**src/rtl/fetch_unit_if.sv**
```systemverilog
// Fetch-unit bus: instruction memory, decode hand-off, execute redirect and BHT training.
interface fetch_unit_if;
  logic [31:0] instr;
  logic        i_ready;
  logic [47:0] pc;
  logic [31:0] if_instr;
  logic [47:0] if_pc;
  logic        if_pred_taken;
  logic        if_valid;
  logic        id_stall;
  logic        redirect;
  logic [47:0] redirect_pc;
  logic        bht_update;
  logic [47:0] bht_update_pc;
  logic        bht_update_taken;

  modport master (
    input  instr, i_ready, id_stall, redirect, redirect_pc,
           bht_update, bht_update_pc, bht_update_taken,
    output pc, if_instr, if_pc, if_pred_taken, if_valid
  );
  modport slave (
    output instr, i_ready, id_stall, redirect, redirect_pc,
           bht_update, bht_update_pc, bht_update_taken,
    input  pc, if_instr, if_pc, if_pred_taken, if_valid
  );
endinterface

```
**src/rtl/fetch_unit.sv**
```systemverilog
// Instruction fetch front end: PC register, one-entry fetch register and
// zero-bubble next-PC prediction (bimodal BHT, JAL target, return address stack).
module fetch_unit #(
  parameter int          bht_size = 256,
  parameter int          ras_size = 8,
  parameter logic [47:0] reset_pc = 48'h0
) (
  input  logic          clk,
  input  logic          n_reset,
  fetch_unit_if.master  bus
);
  localparam int BW = $clog2(bht_size);
  localparam int RW = $clog2(ras_size);
  localparam logic [RW:0] RAS_FULL = (RW+1)'(ras_size);

  typedef logic [47:0] addr_t;

  addr_t       pc_q, if_pc_q, pc_plus4, imm_b, imm_j, next_pc, ras_top;
  logic [31:0] if_instr_q;
  logic        if_valid_q, if_pred_q;
  logic [6:0]  opcode;
  logic [4:0]  rd, rs1;
  logic        rd_link, rs1_link;
  logic        pred_taken, push, pop, accept;

  logic [1:0]    bht [bht_size];
  logic [BW-1:0] lookup_idx, update_idx;

  addr_t       ras_mem [ras_size];
  logic [RW-1:0] ras_ptr;   // next free slot; top entry sits at ras_ptr-1
  logic [RW:0]   ras_cnt;

  logic unused_bits;
  assign unused_bits = ^{bus.bht_update_pc[47:BW+2], bus.bht_update_pc[1:0]};

  assign opcode   = bus.instr[6:0];
  assign rd       = bus.instr[11:7];
  assign rs1      = bus.instr[19:15];
  assign rd_link  = (rd == 5'd1) || (rd == 5'd5);
  assign rs1_link = (rs1 == 5'd1) || (rs1 == 5'd5);
  assign imm_b    = {{35{bus.instr[31]}}, bus.instr[31], bus.instr[7],
                     bus.instr[30:25], bus.instr[11:8], 1'b0};
  assign imm_j    = {{27{bus.instr[31]}}, bus.instr[31], bus.instr[19:12],
                     bus.instr[20], bus.instr[30:21], 1'b0};
  assign pc_plus4 = pc_q + 48'd4;

  assign lookup_idx = pc_q[BW+1:2];
  assign update_idx = bus.bht_update_pc[BW+1:2];
  assign ras_top    = ras_mem[ras_ptr - 1'b1];
  assign accept     = bus.i_ready && !bus.id_stall && !bus.redirect;

  always_comb begin
    next_pc    = pc_plus4;
    pred_taken = 1'b0;
    push       = 1'b0;
    pop        = 1'b0;
    unique case (opcode)
      7'b1100011: if (bht[lookup_idx][1]) begin
        next_pc    = pc_q + imm_b;
        pred_taken = 1'b1;
      end
      7'b1101111: begin
        next_pc    = pc_q + imm_j;
        pred_taken = 1'b1;
        push       = rd_link;
      end
      7'b1100111: begin
        // Returns (rd=x0) and coroutine swaps (rd link) consume the top entry;
        // with an empty stack a link-writing JALR still pushes its return address.
        push = rd_link;
        if (rs1_link && (rd == 5'd0 || rd_link) && ras_cnt != '0) begin
          pop        = 1'b1;
          next_pc    = ras_top;
          pred_taken = 1'b1;
        end
      end
      default: ;
    endcase
  end

  always_ff @(posedge clk or negedge n_reset) begin
    if (!n_reset) begin
      pc_q       <= reset_pc;
      if_instr_q <= '0;
      if_pc_q    <= '0;
      if_pred_q  <= 1'b0;
      if_valid_q <= 1'b0;
    end else if (bus.redirect) begin
      pc_q       <= bus.redirect_pc;
      if_valid_q <= 1'b0;
      if_pred_q  <= 1'b0;
    end else if (!bus.id_stall) begin
      if (bus.i_ready) begin
        pc_q       <= next_pc;
        if_instr_q <= bus.instr;
        if_pc_q    <= pc_q;
        if_pred_q  <= pred_taken;
        if_valid_q <= 1'b1;
      end else begin
        if_valid_q <= 1'b0;
      end
    end
  end

  // Pop+push rewrites the top in place, so pointer and count stay put.
  always_ff @(posedge clk or negedge n_reset) begin
    if (!n_reset) begin
      ras_ptr <= '0;
      ras_cnt <= '0;
    end else if (accept) begin
      if (pop && !push) begin
        ras_ptr <= ras_ptr - 1'b1;
        ras_cnt <= ras_cnt - 1'b1;
      end else if (push && !pop) begin
        ras_ptr <= ras_ptr + 1'b1;
        if (ras_cnt != RAS_FULL) ras_cnt <= ras_cnt + 1'b1;
      end
    end
  end

  always_ff @(posedge clk) begin
    if (accept && push) ras_mem[pop ? ras_ptr - 1'b1 : ras_ptr] <= pc_plus4;
  end

  always_ff @(posedge clk or negedge n_reset) begin
    if (!n_reset) begin
      for (int i = 0; i < bht_size; i++) bht[i] <= 2'b01;
    end else if (bus.bht_update) begin
      if (bus.bht_update_taken && bht[update_idx] != 2'b11)
        bht[update_idx] <= bht[update_idx] + 2'b01;
      else if (!bus.bht_update_taken && bht[update_idx] != 2'b00)
        bht[update_idx] <= bht[update_idx] - 2'b01;
    end
  end

  assign bus.pc            = pc_q;
  assign bus.if_instr      = if_instr_q;
  assign bus.if_pc         = if_pc_q;
  assign bus.if_pred_taken = if_pred_q;
  assign bus.if_valid      = if_valid_q;
endmodule

```
**src/flat_wrapper.sv**
```systemverilog
// flat-port wrapper written by rule: the top's interface ports become plain ports
module fetch_unit_flat 
#(
  parameter int          bht_size = 256,
  parameter int          ras_size = 8,
  parameter logic [47:0] reset_pc = 48'h0
)
  (clk, n_reset, bus_instr, bus_i_ready, bus_id_stall, bus_redirect, bus_redirect_pc, bus_bht_update, bus_bht_update_pc, bus_bht_update_taken, bus_pc, bus_if_instr, bus_if_pc, bus_if_pred_taken, bus_if_valid);
  fetch_unit_if bus_i ();
  input  logic clk;
  input  logic n_reset;
  input wire logic [$bits(bus_i.instr)-1:0] bus_instr;
  input wire logic [$bits(bus_i.i_ready)-1:0] bus_i_ready;
  input wire logic [$bits(bus_i.id_stall)-1:0] bus_id_stall;
  input wire logic [$bits(bus_i.redirect)-1:0] bus_redirect;
  input wire logic [$bits(bus_i.redirect_pc)-1:0] bus_redirect_pc;
  input wire logic [$bits(bus_i.bht_update)-1:0] bus_bht_update;
  input wire logic [$bits(bus_i.bht_update_pc)-1:0] bus_bht_update_pc;
  input wire logic [$bits(bus_i.bht_update_taken)-1:0] bus_bht_update_taken;
  output wire logic [$bits(bus_i.pc)-1:0] bus_pc;
  output wire logic [$bits(bus_i.if_instr)-1:0] bus_if_instr;
  output wire logic [$bits(bus_i.if_pc)-1:0] bus_if_pc;
  output wire logic [$bits(bus_i.if_pred_taken)-1:0] bus_if_pred_taken;
  output wire logic [$bits(bus_i.if_valid)-1:0] bus_if_valid;
  assign bus_i.instr = bus_instr;
  assign bus_i.i_ready = bus_i_ready;
  assign bus_i.id_stall = bus_id_stall;
  assign bus_i.redirect = bus_redirect;
  assign bus_i.redirect_pc = bus_redirect_pc;
  assign bus_i.bht_update = bus_bht_update;
  assign bus_i.bht_update_pc = bus_bht_update_pc;
  assign bus_i.bht_update_taken = bus_bht_update_taken;
  assign bus_pc = bus_i.pc;
  assign bus_if_instr = bus_i.if_instr;
  assign bus_if_pc = bus_i.if_pc;
  assign bus_if_pred_taken = bus_i.if_pred_taken;
  assign bus_if_valid = bus_i.if_valid;
  fetch_unit #(.bht_size(bht_size), .ras_size(ras_size), .reset_pc(reset_pc)) u_core (.clk(clk), .n_reset(n_reset), .bus(bus_i));
endmodule
```
**config.mk**
```make
export PLATFORM = sky130hd
export DESIGN_NAME = fetch_unit_flat
export DESIGN_NICKNAME = d
export VERILOG_FILES = /design/src/rtl/fetch_unit_if.sv /design/src/rtl/fetch_unit.sv /design/src/flat_wrapper.sv
export SDC_FILE = /design/constraint.sdc
export NUM_CORES = 2
export LEC_CHECK = 0
export CORE_UTILIZATION = 55
export DETAILED_ROUTE_END_ITERATION = 10
export PLACE_DENSITY = 0.74
export SLEW_MARGIN = 15
export SYNTH_ARGS = -nofsm -noshare
export SYNTH_HDL_FRONTEND = slang
export SYNTH_SLANG_ARGS = --single-unit
```
**constraint.sdc**
```tcl
create_clock -name clk -period 8.3 [get_ports clk]
set_input_delay 1.66 -clock clk [delete_from_list [all_inputs] [get_ports clk]]
set_output_delay 1.66 -clock clk [all_outputs]
set_load 0.01 [all_outputs]
```
# Word-level counts from Yosys, hierarchy flattened
# Memory sizes are Yosys's and may differ from the RTL's.
# Index checks and enable logic that the tools add are counted.
word_totals:
  regBits: 649
  latch_bits: 0
  mem_bits_rw: 384
  mem_bits_ro: 0
  inputBits: 135
  out_inout_bits: 130
  elab_cells: 358
  mem_count: 1
memory_table:
  columns: ["name", "words", "word_bits", "rd", "rd_ports_with_merged_regs", "wr", "line_no", "source"]
  rows:
  - ["u_core.ras_mem", 8, 48, 1, 0, 1, "fetch_unit.sv:29", "addr_t ras_mem [ras_size];"]
op_classes:
  add_sub_neg: 9
  multipliers: 0
  div_mod_pow: 0
  n_lt_le_gt_ge: 3
  n_eq_ne: 10
  shift: 0
  mux: 37
  bitwise_logic: 4
  reduce_logical: 31
op_table:
  columns: ["op", "count"]
  rows:
  - ["$bwmux W512", 2]
  - ["$mux W512", 2]
  - ["$mux W48", 5]
  - ["$pmux W48 S3", 1]
  - ["$add A48 B48 Y48", 2]
  - ["$add A48 B3 Y48 const B", 1]
  - ["$bmux W2 S8", 2]
  - ["$eq A7 B7 Y1 const B", 3]
  - ["$ge A9 B9 Y1 const B", 2]
  - ["$not A8 Y9", 2]
  - ["$demux W2 S8", 1]
  - ["$mux W1", 12]
  - ["$mux W4", 3]
  - ["$eq A5 B1 Y1 const B", 2]
  - ["$eq A5 B3 Y1 const B", 2]
  - ["$logic_and A1 B1 Y1", 10]
  - ["$mux W2", 5]
  - ["$reduce_bool A2 Y1", 5]
  - ["$lt A9 B1 Y1 const B", 1]
  - ["$mux W3", 3]
  - ["$reduce_and A2 Y1", 3]
  - ["$reduce_and A3 Y1", 2]
  - ["$logic_not A1 Y1", 5]
  - ["$logic_not A5 Y1", 1]
  - ["14 further kinds", 17]

# Logic depth before layout (Yosys ltp)
logic_depth:
  depth_word: 11
  mapped_depth: 22
  mapped_depth_nobuf: 17

# Worst setup path before layout
# OpenSTA, ideal clock, no wires.
synth_timing:
  kind: "input-to-reg"
  startpoint: "input bus_bht_update_pc[2]"
  endpoint: "register u_core.bht[491] in the netlist's numbering"
  setup_time_ns: 0.130
  arrival_ns: 6.576
  required_time_ns: 8.170
  slack_ns: 1.594
  cell_stages: 17
  n_path_buf: 5
  path_cell_list: "clkbuf_1 > buf_2 > buf_2 > buf_2 > mux4_2 > mux4_2 > mux4_2 > mux4_2 > ha_1 > nor2b_1 > o21ai_0 > or3_1 > nor3_1 > clkbuf_1 > nand2_1 > nand2_1 > o21ai_0"
synth_between:
  elab_chain_cells: 8
  elab_cells_between_ends: 21
  classes_between: "2 x add/sub; 2 x order compare; 1 x eq/ne; 9 x mux; 1 x bitwise; 6 x reduce/logical"
synth_rtl:
  columns: ["item", "line_no", "source"]
  rows:
  - ["start, declared", "flat_wrapper.sv:18", "input wire logic [$bits(bus_i.bht_update_pc)-1:0] bus_bht_update_pc;"]
  - ["$not A8 Y9 (implied by the code) *", null, null]
  - ["$bmux W2 S8, or another cell as far along", null, null]
  - ["$mux W2 (implied by the code) or $logic_and A1 B1 Y1 (tied branches)", null, null]
  - ["$mux W2 (on tied branches)", null, null]
  - ["$sub A2 B1 Y2, or another cell as far along", "fetch_unit.sv:132", "bht[update_idx] <= bht[update_idx] - 2'b01;"]
  - ["$bwmux W512, or another cell as far along", "fetch_unit.sv:132", null]
  - ["$mux W512 or $reduce_bool A2 Y1 (tied branches)", null, null]
  - ["$mux W512 or $reduce_and A2 Y1 (tied branches)", null, null]
  - ["end signal, assigned by index", "fetch_unit.sv:130", "bht[update_idx] <= bht[update_idx] + 2'b01;"]
  - ["end signal, assigned by index", "fetch_unit.sv:132", null]
  - ["end, declared", "fetch_unit.sv:26", "logic [1:0] bht [bht_size];"]
# Every way passes the cells marked *; elsewhere a longest branch is shown, timed or not. The select of a mux whose other input is x is not followed.
# A chain may end at the register's enable or synchronous reset.

# Worst setup path in the final report
layout_timing:
  startpoint: "input bus_bht_update_pc[2]"
  endpoint: "register u_core.bht[57] in the netlist's numbering"
# Same word-level chain as after synthesis.

==> flow_summary_export.csv <==
group,metric,value,unit
run_status,outcome,"finished with violations",
run_status,failed_checks,"slew limit",
sta,fin_crit,7.26,ns
finish,fillerInstances,7104,
worst_setup_path,worstReg2RegStart,"u_core.bus.pc[3]",
sta,period_share,87.5,%
synth,syn-num-nets,4651,
grt,overflow,0,
cts,post_cts_resize_count,0,
synth,yosysTopAreaCell,"edfxtp_1",
worst_setup_path,crit_fanout,83,
cts,htree_levels,3,
worst_setup_path,max_stage_delay,0.72,ns
synth,synth_enable_flop_cells,384,
detailed_routing,avgViaCountPerCell,6.49,
cts,numCtsBuffers,105,
worst_setup_path,cpMostUsedCell,"mux4_2",
die,die_y,312,um
pwr,p_leak,23.1,nW
worst_setup_path,end_kind,"flip-flop",
flow_run,max_cap_viol_count,0,
worst_setup_path,crit_start,"bus_bht_update_pc[2]",
sta,timing.setup.tns,0,ns
sta,worst_pin_slew,1.75,ns
cts,hold_buffers,0,
sta,relSlewSlack,-16.9,%
die,fp-row-count,113,
synth,postSynthAreaPerCell,11.9,sq um
finish,stdcell_count,5922,
synth,synth-main-ff-cell,"dfrtp_1",
die,dieArea,0.0971,sq mm
placed_design,place.gp.congestion,0.975,
cts,cts_setup_buffers,0,
sta,final_hold_viol_count,0,
worst_setup_path,ff2ff_path_depth,11,
detailed_routing,drt_iter0_markers,4645,
synth,synthTopCellsByCount,"nand2_1 (635), nor2_1 (507), dfrtp_1 (393)",
sta,worst_clock_skew,0.0356,ns
grt,grt_max_degree,257,
finish,drive_gt1_share,22.7,%
synth,synth.most_common_cell,"nand2_1",
cts,cts_sinks,1033,
worst_setup_path,startpoint_type,"primary input",
detailed_routing,vias,38400,
sta,setup_ws,1.04,ns
cts,path_clk_slew,0.06,ns
worst_setup_path,reg2reg_slack,2.64,ns
placed_design,hpwl,100,mm
synth,synth-seq-cells,1033,
cts,cts_buffer_depth,3,
detailed_routing,dr.pass1.iters,7,
finish,area_growth,13.6,%
detailed_routing,drcViolationCount,0,
die,die_w,312,um
placed_design,dp.cells,5723,
cts,clk_latency,0.70,ns
synth,synth_top_area_share,21.9,%
cts,cts_tree,"yes",
placed_design,dpl_cell_area,0.0561,sq mm
worst_setup_path,r2r_end,"u_core.bus.pc[40]",
detailed_routing,antenna_left,0,
worst_setup_path,cp_cell_sequence,"buf_8 > buf_4 > mux4_2 > mux4_2 > mux4_2 > mux4_2 > ha_1 > nor2b_1 > o21ai_0 > nor3b_1 > nand3_1 > nor2_1 > mux2_2",
pwr,vdd_drop_max,0.193,mV
finish,stdcell_area,0.0599,sq mm
sta,rsz0062_at_grt,"false",
worst_setup_path,worstPathRequired,8.88,ns
grt,grt_usage,31.7,%
worst_setup_path,arrival,7.84,ns
detailed_routing,drt_wl_total,154,mm
synth,syn-cell-area,0.0527,sq mm
grt,grt_pass1_vias,38200,
worst_setup_path,worstSetupEndpoint,"u_core.bht[57]",
synth,ys_top_cells_by_area,"edfxtp_1 (22%), dfrtp_1 (19%), mux4_2 (13%), dfstp_2 (13%), nand2_1 (4.5%)",
placed_design,dp_slack,0.406,ns
synth,yosysWarnings,0,
worst_setup_path,crit_slowest_cell,"nand3_1",
sta,fmax,138,MHz
synth,synth-async-reset-ratio,62.8,%
detailed_routing,post_drt_wl_per_cell,26.0,um
finish,fin_nets,4770,
cts,cts_root_buffer,"clkbuf_16",
synth,synthCells,4446,
pwr,power,12.8,mW
worst_setup_path,timing_worst_setup_path_type,"primary input to flip-flop",
synth,synth.yosys.seq_area_share,53.3,%
pwr,p_per_area,214,mW/mm^2
grt,grt_first_pass_wirelength,235,mm
worst_hold_path,hp-class,"flip-flop to flip-flop",
sta,final-setup-viol-count,0,
synth,synth_cell_types,76,
die,core_area,0.0950,sq mm
placed_design,numPortBuffers,224,
die,pin_count,265,
sta,maxSlewViolCount,156,
die,start_util,55.5,%
grt,antenna_found_initial,7,
how the worst min path moves through the flow:
stage          slack, ns                 endpoint  cells past startpoint                     from
2_1_floorplan       0.46                flip-flop                      2                flip-flop
3_3_place_gp        0.46     u_core.bus.if_pc[37]                      2     u_core.bus.if_pc[37]
3_5_place_dp        0.46  u_core.bus.if_instr[17]                      2  u_core.bus.if_instr[17]
4_1_cts             0.48     u_core.bus.if_pc[18]                      2     u_core.bus.if_pc[18]
5_1_grt             0.49   u_core.bus.if_instr[6]                      2   u_core.bus.if_instr[6]
6_report            0.47     u_core.bus.if_pc[33]                      2     u_core.bus.if_pc[33]
worst max-delay path: cells and delay by family:
family,cells,cell delay (ns)
compound gates,1,0.25
fa+ha+maj,1,0.21
buf+inv,2,0.99
mux,5,2.43
simple gates,4,2.10
where the power goes:
group / internal [mW] / switching, mW / leakage, nW
registers: 5.59 / 0.205 / 11.3
clock network: 3.10 / 2.05 / 1.86
logic: 0.747 / 1.14 / 9.94
stage by stage:
step,util [%],hold WS [ns]
after floorplan,-,0.456
after global placement,59.0,0.458
after detailed placement,59.0,0.462
after CTS,63.0,0.477
after global routing,63.0,0.488
final,63.0,0.472
placed cells by master, fill, tap and decap left out, types with 17 or more instances in the layout:
| master | netlist | final |
|---|---|---|
| a21o_1 | 35 | 35 |
| a21oi_1 | 359 | 359 |
| a221oi_1 | 34 | 34 |
| a22oi_1 | 29 | 29 |
| a31oi_1 | 20 | 20 |
| and3_1 | 17 | 17 |
| buf_4 | 10 | 61 |
| clkbuf_1 | 198 | 22 |
| clkbuf_16 | 0 | 112 |
| clkbuf_8 | 0 | 19 |
| clkdlybuf4s50_1 | 0 | 218 |
| clkinv_2 | 0 | 18 |
| dfrtp_1 | 393 | 389 |
| dfstp_2 | 256 | 256 |
| edfxtp_1 | 384 | 384 |
| ha_1 | 67 | 66 |
| inv_1 | 39 | 39 |
| mux2_2 | 205 | 205 |
| mux2i_1 | 71 | 71 |
| mux4_2 | 315 | 315 |
| nand2_1 | 635 | 634 |
| nand3_1 | 67 | 67 |
| nand4_1 | 33 | 33 |
| nor2_1 | 507 | 497 |
| nor2b_1 | 25 | 24 |
| nor3_1 | 46 | 46 |
| o21ai_0 | 275 | 274 |
| o21bai_1 | 18 | 18 |
| o22ai_1 | 18 | 18 |
| xnor2_1 | 77 | 76 |
| xor2_1 | 33 | 31 |
cell families after synthesis:
kind of cell             after synthesis  synth area share, %
flip-flops                          1033                 53.3
multiplexers                         591                 19.2
adder cells (fa/ha/maj)               70                 1.70
AND/OR/NAND/NOR                     1406                 11.1
AO/OA/AOI/OAI                        910                 10.1
XOR/XNOR                             110                 1.83
buffers and inverters                326                 2.74
layout make-up:
class	count	area (sq um)	area share (%)
inverters	42	163	0.272
clock inverters	42	652	1.09
clock buffers	153	3150	5.25
diodes	4	10.0	0.0167
multi-input cells	3087	23300	38.9
flip-flops and latches	1033	28100	46.9
well taps	1265	1580	2.64
repair buffers	296	2920	4.87
metal layers:
metal	part of all wire [%]	wire (um)	vias up	GRT usage, %
met2	48	74300	2000	51.2
met3	8.5	13100	432	5.26
li1	-	-	16700	-
met1	38	59100	19300	42.3
met5	0.034	53	-	0
met4	4.6	7150	8	14.1
Note: power is estimated with default switching activity, not from simulation.
